## src/rtl/cartoon_pkg.sv

```systemverilog
//------------------------------------------------------------------------------
// Module  : cartoon_pkg
// Brief   : Shared state encoding and default widths for the raster generator.
// Rev     : 1.0  initial release
//------------------------------------------------------------------------------
`default_nettype none

package cartoon_pkg;

    typedef enum logic [1:0] {
        IDLE = 2'd0,
        RUN  = 2'd1,
        DONE = 2'd2
    } state_t;

    localparam int c_def_addr_bits = 20;
    localparam int c_def_col_bits  = 10;
    localparam int c_def_row_bits  = 9;

endpackage

`default_nettype wire

```

## src/rtl/flex_counter.sv

```systemverilog
//------------------------------------------------------------------------------
// Module  : flex_counter
// Brief   : Enabled up-counter that wraps to zero after reaching a runtime limit.
// Rev     : 1.0  initial release
//------------------------------------------------------------------------------
`default_nettype none

module flex_counter #(
    parameter int WIDTH = 10
) (
    input  logic             clk,
    input  logic             rst,
    input  logic             i_clear,
    input  logic             i_en,
    input  logic [WIDTH-1:0] i_rollover_val,
    output logic [WIDTH-1:0] o_count,
    output logic             o_rollover_flag
);

    logic [WIDTH-1:0] r_count;

    always_ff @(posedge clk or posedge rst) begin
        if (rst) begin
            r_count <= '0;
        end else if (i_clear) begin
            r_count <= '0;
        end else if (i_en) begin
            if (r_count == i_rollover_val) begin
                r_count <= '0;
            end else begin
                r_count <= r_count + WIDTH'(1);
            end
        end
    end

    assign o_count         = r_count;
    assign o_rollover_flag = (r_count == i_rollover_val);

endmodule

`default_nettype wire

```

## src/rtl/raster_addr_gen.sv

```systemverilog
//------------------------------------------------------------------------------
// Module  : raster_addr_gen
// Brief   : Raster-order frame-buffer address generator with valid/ready output.
//           Optional border flag output enabled by RASTER_BORDER_FLAG_EN.
// Rev     : 1.0  initial release
//------------------------------------------------------------------------------
`default_nettype none

module raster_addr_gen
    import cartoon_pkg::*;
#(
    parameter int ADDR_BITS = c_def_addr_bits,
    parameter int COL_BITS  = c_def_col_bits,
    parameter int ROW_BITS  = c_def_row_bits
) (
    input  logic                 clk,
    input  logic                 rst,
    input  logic                 start,
    input  logic [COL_BITS-1:0]  img_width,
    input  logic [ROW_BITS-1:0]  img_height,
    input  logic [ADDR_BITS-1:0] base_addr,
    input  logic                 addr_ready,
    output logic                 addr_valid,
    output logic [ADDR_BITS-1:0] addr,
    output logic [COL_BITS-1:0]  col,
    output logic [ROW_BITS-1:0]  row,
    output logic                 line_end,
    output logic                 frame_done,
    output logic                 busy
`ifdef RASTER_BORDER_FLAG_EN
    ,
    output logic                 border
`endif
);

    state_t               r_state;
    logic [COL_BITS-1:0]  r_width;
    logic [ROW_BITS-1:0]  r_height;
    logic [ADDR_BITS-1:0] r_addr;
    logic                 r_valid;
    logic                 r_busy;
    logic                 r_done;

    logic                 w_start;
    logic                 w_zero;
    logic                 w_beat;
    logic                 w_col_last;
    logic                 w_row_last;
    logic                 w_final;
    logic [COL_BITS-1:0]  w_col_max;
    logic [ROW_BITS-1:0]  w_row_max;
    logic [COL_BITS-1:0]  w_col;
    logic [ROW_BITS-1:0]  w_row;

    assign w_start   = (r_state == IDLE) && start;
    assign w_zero    = (img_width == '0) || (img_height == '0);
    assign w_beat    = r_valid && addr_ready;
    assign w_final   = w_beat && w_col_last && w_row_last;
    assign w_col_max = r_width - COL_BITS'(1);
    assign w_row_max = r_height - ROW_BITS'(1);

    // Counters restart on every accepted start so a reset-aborted frame leaves no residue.
    flex_counter #(.WIDTH(COL_BITS)) u_col_cnt (
        .clk             (clk),
        .rst             (rst),
        .i_clear         (w_start),
        .i_en            (w_beat),
        .i_rollover_val  (w_col_max),
        .o_count         (w_col),
        .o_rollover_flag (w_col_last)
    );

    flex_counter #(.WIDTH(ROW_BITS)) u_row_cnt (
        .clk             (clk),
        .rst             (rst),
        .i_clear         (w_start),
        .i_en            (w_beat && w_col_last),
        .i_rollover_val  (w_row_max),
        .o_count         (w_row),
        .o_rollover_flag (w_row_last)
    );

    always_ff @(posedge clk or posedge rst) begin
        if (rst) begin
            r_state  <= IDLE;
            r_width  <= '0;
            r_height <= '0;
            r_addr   <= '0;
            r_valid  <= 1'b0;
            r_busy   <= 1'b0;
            r_done   <= 1'b0;
        end else begin
            case (r_state)
                IDLE: begin
                    if (start) begin
                        r_width  <= img_width;
                        r_height <= img_height;
                        r_addr   <= base_addr;
                        r_busy   <= 1'b1;
                        if (w_zero) begin
                            r_state <= DONE;
                            r_done  <= 1'b1;
                        end else begin
                            r_state <= RUN;
                            r_valid <= 1'b1;
                        end
                    end
                end
                RUN: begin
                    if (w_beat) begin
                        r_addr <= r_addr + ADDR_BITS'(1);
                    end
                    if (w_final) begin
                        r_state <= DONE;
                        r_valid <= 1'b0;
                        r_done  <= 1'b1;
                    end
                end
                DONE: begin
                    r_state <= IDLE;
                    r_done  <= 1'b0;
                    r_busy  <= 1'b0;
                end
                default: begin
                    r_state <= IDLE;
                    r_valid <= 1'b0;
                    r_done  <= 1'b0;
                    r_busy  <= 1'b0;
                end
            endcase
        end
    end

    assign addr_valid = r_valid;
    assign addr       = r_addr;
    assign col        = w_col;
    assign row        = w_row;
    assign line_end   = r_valid && w_col_last;
    assign frame_done = r_done;
    assign busy       = r_busy;

`ifdef RASTER_BORDER_FLAG_EN
    assign border = r_valid && ((w_row == '0) || w_row_last || (w_col == '0) || w_col_last);
`endif

endmodule

`default_nettype wire

```

## config.mk

```make
export PLATFORM = sky130hd
export DESIGN_NAME = raster_addr_gen
export DESIGN_NICKNAME = d
export VERILOG_FILES = /design/src/rtl/cartoon_pkg.sv /design/src/rtl/flex_counter.sv /design/src/rtl/raster_addr_gen.sv
export SDC_FILE = /design/constraint.sdc
export NUM_CORES = 1
export LEC_CHECK = 0
export BUFFER_PORTS_ARGS = -buffer_cell sky130_fd_sc_hd__buf_2
export CAP_MARGIN = 20
export CORE_ASPECT_RATIO = 0.7
export CORE_MARGIN = 2
export CORE_UTILIZATION = 30
export DETAILED_ROUTE_END_ITERATION = 12
export PLACE_DENSITY = 0.54
export SYNTH_ARGS = -nofsm -noshare
export SYNTH_HDL_FRONTEND = slang
export SYNTH_SLANG_ARGS = --single-unit
```

## constraint.sdc

```tcl
create_clock -name clk -period 2.26 [get_ports clk]
set_clock_uncertainty 0.2 [all_clocks]
set_input_delay 0.226 -clock clk [delete_from_list [all_inputs] [get_ports clk]]
set_output_delay 0.226 -clock clk [all_outputs]
set_load 0.02 [all_outputs]
```

==> impl_metrics.json, run 1 <==
{
  "met2WireLength_um": 5700,
  "dr.pass1.iters": 5,
  "hold_start": "base_addr[15]",
  "io-pin-count": 86,
  "syn_nets": 519,
  "mostFrequentLayoutCells": "84 x nand2_1, 84 x buf_2, 64 x buf_4",
  "syn_area_um2": 3850,
  "die_w_um": 139,
  "worstPathArrival_ns": 2.09,
  "reg2reg_from": "r_height[0]$_DFFE_PP0P_",
  "yosysSeqAreaShare_pct": 40.9,
  "p_per_area_nw_per_um2": 647,
  "top_layer_used": "met4",
  "synth.area.mux_share_pct": 0.260,
  "cts_htree_levels": 3,
  "drtIter0Drc": 175,
  "fin_crit_sh_pct": 111,
  "synth-async-reset-ratio_pct": 100,
  "relSlewSlack_pct": 61.5,
  "crit_start": "r_width[5]$_DFFE_PP0P_",
  "place_ws_ns": -0.247,
  "ant_nets": 0,
  "cap_violations": 0,
  "rsz0062_at_grt": "true",
  "clk_path_buf_depth": 2,
  "synth_top_area_share_pct": 40.9,
  "worstReg2RegEnd": "u_row_cnt.o_count[6]$_DFFE_PP0P_",
  "finalSetupViolations": 23,
  "synth_top_family_by_area": "simple AND/OR/NAND/NOR gates",
  "post-route-min-period_ns": 2.52,
  "vias": 4088,
  "synth-seq-cells": 63,
  "vias_per_cell": 5.06,
  "status": "complete, but fails checks",
  "crit_path_start_kind": "flop",
  "clk_pin_slew_ns": 0.05,
  "violations": "setup timing",
  "syn2layout_area_growth_pct": 49.5,
  "io_buffers": 85,
  "grt_pass1_wl_um": 20300,
  "wl_met3_um": 538,
  "cts_buffers": 9,
  "grt_max_degree": 35,
  "post-route-drc-count": 0,
  "synth_edf_count": 0,
  "insertedDiodeCount": 0,
  "yosysWarnings": 0,
  "rows": 34,
  "fin_util_pct": 46.2,
  "worst_slew_pin_slew_ns": 0.575,
  "fmax_mhz": 397,
  "core_area_um2": 12500,
  "die_h_um": 98.8,
  "synth_flop_cell": "dfrtp_1",
  "yosys.area_share.adder_pct": 1.62,
  "yosysTopAreaCell": "dfrtp_1",
  "dieArea_um2": 13800,
  "synth_compound_area_share_pct": 19.7,
  "ir_drop_mv": 0.364,
  "initial_utilization_pct": 30.9,
  "synthXorXnorAreaFrac_pct": 5.23,
  "cts-root-buf": "clkbuf_16",
  "drive_gt1_share_pct": 35.3,
  "ys_types": 59,
  "insertion_delay_ns": 0.34,
  "grt_pass1_vias": 4039,
  "critPathCaptureType": "primary output",
  "post_drt_wl_per_cell_um": 15.3,
  "p_leak_nw": 2.73,
  "ys_top_cells_by_area": "dfrtp_1 41%, nand2_1 8.2%, a21oi_1 4.8%",
  "slew_violations": 0,
  "cts_sinks": 63,
  "wl_met1_um": 5980,
  "synthCells": 471,
  "hold_path.class": "input port to flop",
  "cts_tree": "done",
  "nets": 689,
  "placed_cells": 757,
  "layout_setup_ws_ns": -0.259,
  "yosys.area_share.simple_pct": 27.8,
  "path_class": "flop to primary output",
  "gp_congestion": 0.841,
  "critPathRequiredTime_ns": 1.83,
  "rrSetupSlack_ns": -0.25,
  "antenna_found_initial": 0,
  "hold_violations": 0,
  "syn-mean-instance-area_um2": 8.18,
  "overflow": 0,
  "hpwl_um": 8630,
  "grt.total_usage_pct": 18.4,
  "routed_wl_um": 12300,
  "cp_max_fo": 5,
  "fin_cells": 808,
  "crit_end": "line_end",
  "r2r_cells": 8
}
[layout make-up]
class | count | area (um^2)
Clock inverter | 5 | 80.1
Clock buffer | 11 | 253
Timing Repair Buffer | 183 | 1280
Multi-Input combinational cell | 370 | 2310
Sequential cell | 63 | 1580
Inverter | 14 | 52.6
Tap cell | 162 | 203
Fill cell | 1197 | 6700
[repair_timing]
action	CTS	global route
hold buffers	28	0
gates resized for setup	27	18
setup buffers	5	2
endpoints found under the hold margin	45	0
setup endpoints to repair	24	29
pin swaps	10	10
[through the flow]
stage               instance area (um^2)  TNS, ns  power [mW]  hold WS, ns
finish                              5760    -4.16        3.73      0.00995
global route                        5760    -7.38        3.91       0.0169
CTS                                 5680    -4.12        3.75      0.00128
detailed placement                  4900    -4.13        2.14       0.0682
global placement                    4900    -2.80        2.13       0.0686
floorplan                           3890   -0.484        1.79        0.131
[cells by family (layout without fill, tap and decap cells)]
family                     after synthesis  in the layout
AOI/OAI and AO/OA                      118            118
xor gates and xnor gates                23             23
adders and majority gates                5              5
buffers and inverters                   38            213
DFF                                     63             63
muxes                                    1              1
and+or+nand+nor                        223            223
[synth_stat cells (all sizes together) (2+ instances only)]
| cell type | instances |
|---|---|
| nand4 | 10 |
| nor2 | 50 |
| o311ai | 2 |
| xnor2 | 8 |
| nand2b | 4 |
| and3 | 10 |
| a221o | 2 |
| o32ai | 2 |
| o22ai | 6 |
| nor4 | 7 |
| a31oi | 5 |
| nor3 | 11 |
| or2 | 4 |
| o21a | 2 |
| o31ai | 2 |
| or3 | 4 |
| a32oi | 2 |
| ha | 5 |
| nor3b | 6 |
| nand3 | 23 |
| nand2 | 85 |
| buf | 7 |
| inv | 14 |
| o211ai | 2 |
| a21oi | 37 |
| xor2 | 15 |
| a21boi | 3 |
| and2 | 4 |
| o21bai | 2 |
| o21ai | 39 |
| dfrtp | 63 |
| clkbuf | 17 |
| a311oi | 6 |
[sequential cells by signal, indices dropped and copies added (netlist names)]
name	cells
busy	1
r_width	10
u_col_cnt.o_count	10
u_row_cnt.o_count	9
addr	20
addr_valid	1
frame_done	1
r_height	9
r_state	2
[per-layer routing]
metal | up-vias | global-route usage, %
met5 | - | 0
met4 | 0 | 4.27
met3 | 11 | 4.03
met2 | 100 | 29.4
met1 | 1965 | 25.6
li1 | 2012 | -
[where the power goes]
part	internal (mW)	switching (mW)
clock	1.02	0.531
sequential	1.23	0.111
combinational	0.362	0.472
total	2.62	1.11
[how the worst min path moves through the flow]
stage | depth (start not counted) | slack [ns] | end
after floorplan | 2 | 0.13 | r_width[2]$_DFFE_PP0P_
after global placement | 2 | 0.07 | addr[17]$_DFFE_PP0P_
after detailed placement | 2 | 0.07 | addr[18]$_DFFE_PP0P_
after CTS | 3 | 0.001 | addr[15]$_DFFE_PP0P_
after global routing | 3 | 0.02 | addr[15]$_DFFE_PP0P_
final | 3 | 0.01 | addr[15]$_DFFE_PP0P_
[worst max-delay path, cell delays in order (launching register included)]
cell,delay [ns]
dfrtp_2,0.43
nor4_4,0.31
buf_4,0.18
a221o_1,0.20
o311ai_4,0.12
o211ai_2,0.19
buf_6,0.14
nor3_2,0.03
buf_4,0.15
(Power assumes the default switching activity.)
==> run 2: changes to the inputs <==
- GPL_TIMING_DRIVEN: default -> 0
- clock period: 2.26 -> 2.3 ns (I/O delays scaled with it)
==> run 2 against run 1 <==
Net effect:
- the run still ends with setup timing left
- utilization fell by 3.2 points
- setup slack got worse by 0.0034 ns
- via count fell by 0.29%
- combinational power shrank 19%
- sequential cell count is the same
- count of clock-buffer cells in the layout grew 1
- largest power group unchanged
- final area decreased by 6.9%
- power fell by 7.8%
- register-to-register slack about the same
- wire length rose by 3.6%
==> impl_metrics.json, run 2 (synthesized netlist as in run 1, its figures left out) <==
{
  "cts_sinks": 63,
  "layout_commonest_cell": "buf_2",
  "routed_wl_um": 12800,
  "hold_path.class": "input port to flop",
  "nFillCells": 1264,
  "post-route-min-period_ns": 2.56,
  "cap_violations": 0,
  "grt_max_degree": 64,
  "initial_utilization_pct": 30.9,
  "grt_pass1_wl_um": 20500,
  "met3_usage_pct": 4.23,
  "slew_violations": 0,
  "cp_max_fo": 3,
  "drive_gt1_share_pct": 29.6,
  "dieArea_um2": 13800,
  "total_power_mw": 3.44,
  "cts_htree_levels": 3,
  "path_class": "flop to primary output",
  "p_leak_nw": 2.50,
  "overflow": 0,
  "die_w_um": 139,
  "cts_tree": "done",
  "syn2layout_area_growth_pct": 39.2,
  "cts-root-buf": "clkbuf_16",
  "hold_violations": 0,
  "die_h_um": 98.8,
  "place_ws_ns": -0.380,
  "status": "complete, but fails checks",
  "hpwl_um": 8660,
  "crit_path_start_kind": "flop",
  "layout_setup_ws_ns": -0.262,
  "clk_path_buf_depth": 2,
  "nets": 658,
  "rsz0062_at_grt": "true",
  "insertedDiodeCount": 0,
  "finalSetupViolations": 24,
  "core_area_um2": 12500,
  "ant_nets": 0,
  "worstPathArrival_ns": 2.13,
  "fmax_mhz": 390,
  "gr-usage-met2_pct": 31.4,
  "fin_setup_tns_ns": -4.27,
  "insertion_delay_ns": 0.33,
  "io_buffers": 85,
  "gr-max-usage-layer": "met2",
  "cts_buffers": 9,
  "clk_pin_slew_ns": 0.05,
  "dr.pass1.iters": 4,
  "mostFrequentLayoutCells": "87 x buf_2, 84 x nand2_1, 59 x dfrtp_1",
  "grt.total_usage_pct": 18.9,
  "fin_crit_sh_pct": 111,
  "rows": 34,
  "drtIter0Drc": 234,
  "grt_pass1_vias": 4069,
  "critPathRequiredTime_ns": 1.87,
  "vias": 4076,
  "gp_congestion": 0.838,
  "io-pin-count": 86,
  "use_met1_pct": 24.8,
  "post-route-drc-count": 0,
  "vias_per_cell": 5.25,
  "holdWs_ns": 0.00527,
  "antenna_found_initial": 0,
  "critPathCaptureType": "primary output",
  "violations": "setup timing",
  "ir_drop_mv": 0.399,
  "relSlewSlack_pct": 45.8,
  "p_per_area_nw_per_um2": 641,
  "post_drt_wl_per_cell_um": 16.5,
  "largest_reg_flops": 20,
  "worst_slew_pin_slew_ns": 0.813
}
-- run 2: changes by cell type in the layout (fill, tap and decap cells not counted), sizes merged --
cell         delta
buf            -45
clkbuf         +18
dlygate4sd3     -3
bufinv          -1
clkinvlp        -1
-- run 2: per-layer routing --
metal / vias to the layer above / share of wire [%]
li1: 1954 / -
met2: 104 / 48
met3: 14 / 5.2
met1: 2004 / 45
met4: 0 / 1.3
met5: - / 0
-- run 2: per-stage QoR --
stage	instance area, um^2	util [%]	std cells
global placement	4500	36.1	718
CTS	5300	42.5	773
floorplan	3870	-	471
global route	5360	43.0	776
finish	5360	43.0	776
detailed placement	4500	36.1	718
-- run 2: cell type report --
| class | count | area, um^2 | area share [%] |
|---|---|---|---|
| well taps | 162 | 203 | 3.78 |
| repair buffers | 129 | 828 | 15.4 |
| multi-input cells | 370 | 2270 | 42.3 |
| clock inverters | 3 | 42.5 | 0.793 |
| inverters | 14 | 55.1 | 1.03 |
| plain buffers | 23 | 129 | 2.40 |
| clock buffers | 12 | 256 | 4.78 |
| flip-flops and latches | 63 | 1580 | 29.5 |
-- run 2: path summary, 6_finish.rpt --
| kind | slack [ns] | endpoint | startpoint | depth (start not counted) |
|---|---|---|---|---|
| max in group asynchronous | 0.91 | addr[0]$_DFFE_PP0P_ | rst | 3 |
| min in group asynchronous | 0.40 | addr[18]$_DFFE_PP0P_ | rst | 3 |
| max | -0.26 | line_end | r_width[1]$_DFFE_PP0P_ | 8 |
| max reg2reg | -0.25 | u_row_cnt.o_count[4]$_DFFE_PP0P_ | r_width[1]$_DFFE_PP0P_ | 10 |
| min | 0.005 | addr[15]$_DFFE_PP0P_ | base_addr[15] | 3 |
| min reg2reg | 0.30 | r_height[8]$_DFFE_PP0P_ | r_height[8]$_DFFE_PP0P_ | 2 |
-- run 2: critical path: stages, from the launching register on --
cell      delay, ns
dfrtp_1        0.38
inv_2          0.07
ha_4           0.17
and2_4         0.14
o21a_1         0.19
o31ai_4        0.30
o211ai_2       0.16
nor3_1         0.21
buf_4          0.17
-- run 2: timing repair --
action / 4_1_cts / 5_1_grt
hold buffers: 25 / 0
resized for setup: 34 / 19
gates cloned: 1 / 0
endpoints found under the setup margin: 37 / 60
hold endpoints to repair: 87 / 0
setup buffers: 15 / 3
pin swaps: 16 / 4
-- run 2: power breakdown --
part	switching, mW	internal, mW	leakage, nW
Combinational	0.396	0.278	1.57
Sequential	0.156	1.21	0.791
Clock	0.511	0.891	0.145
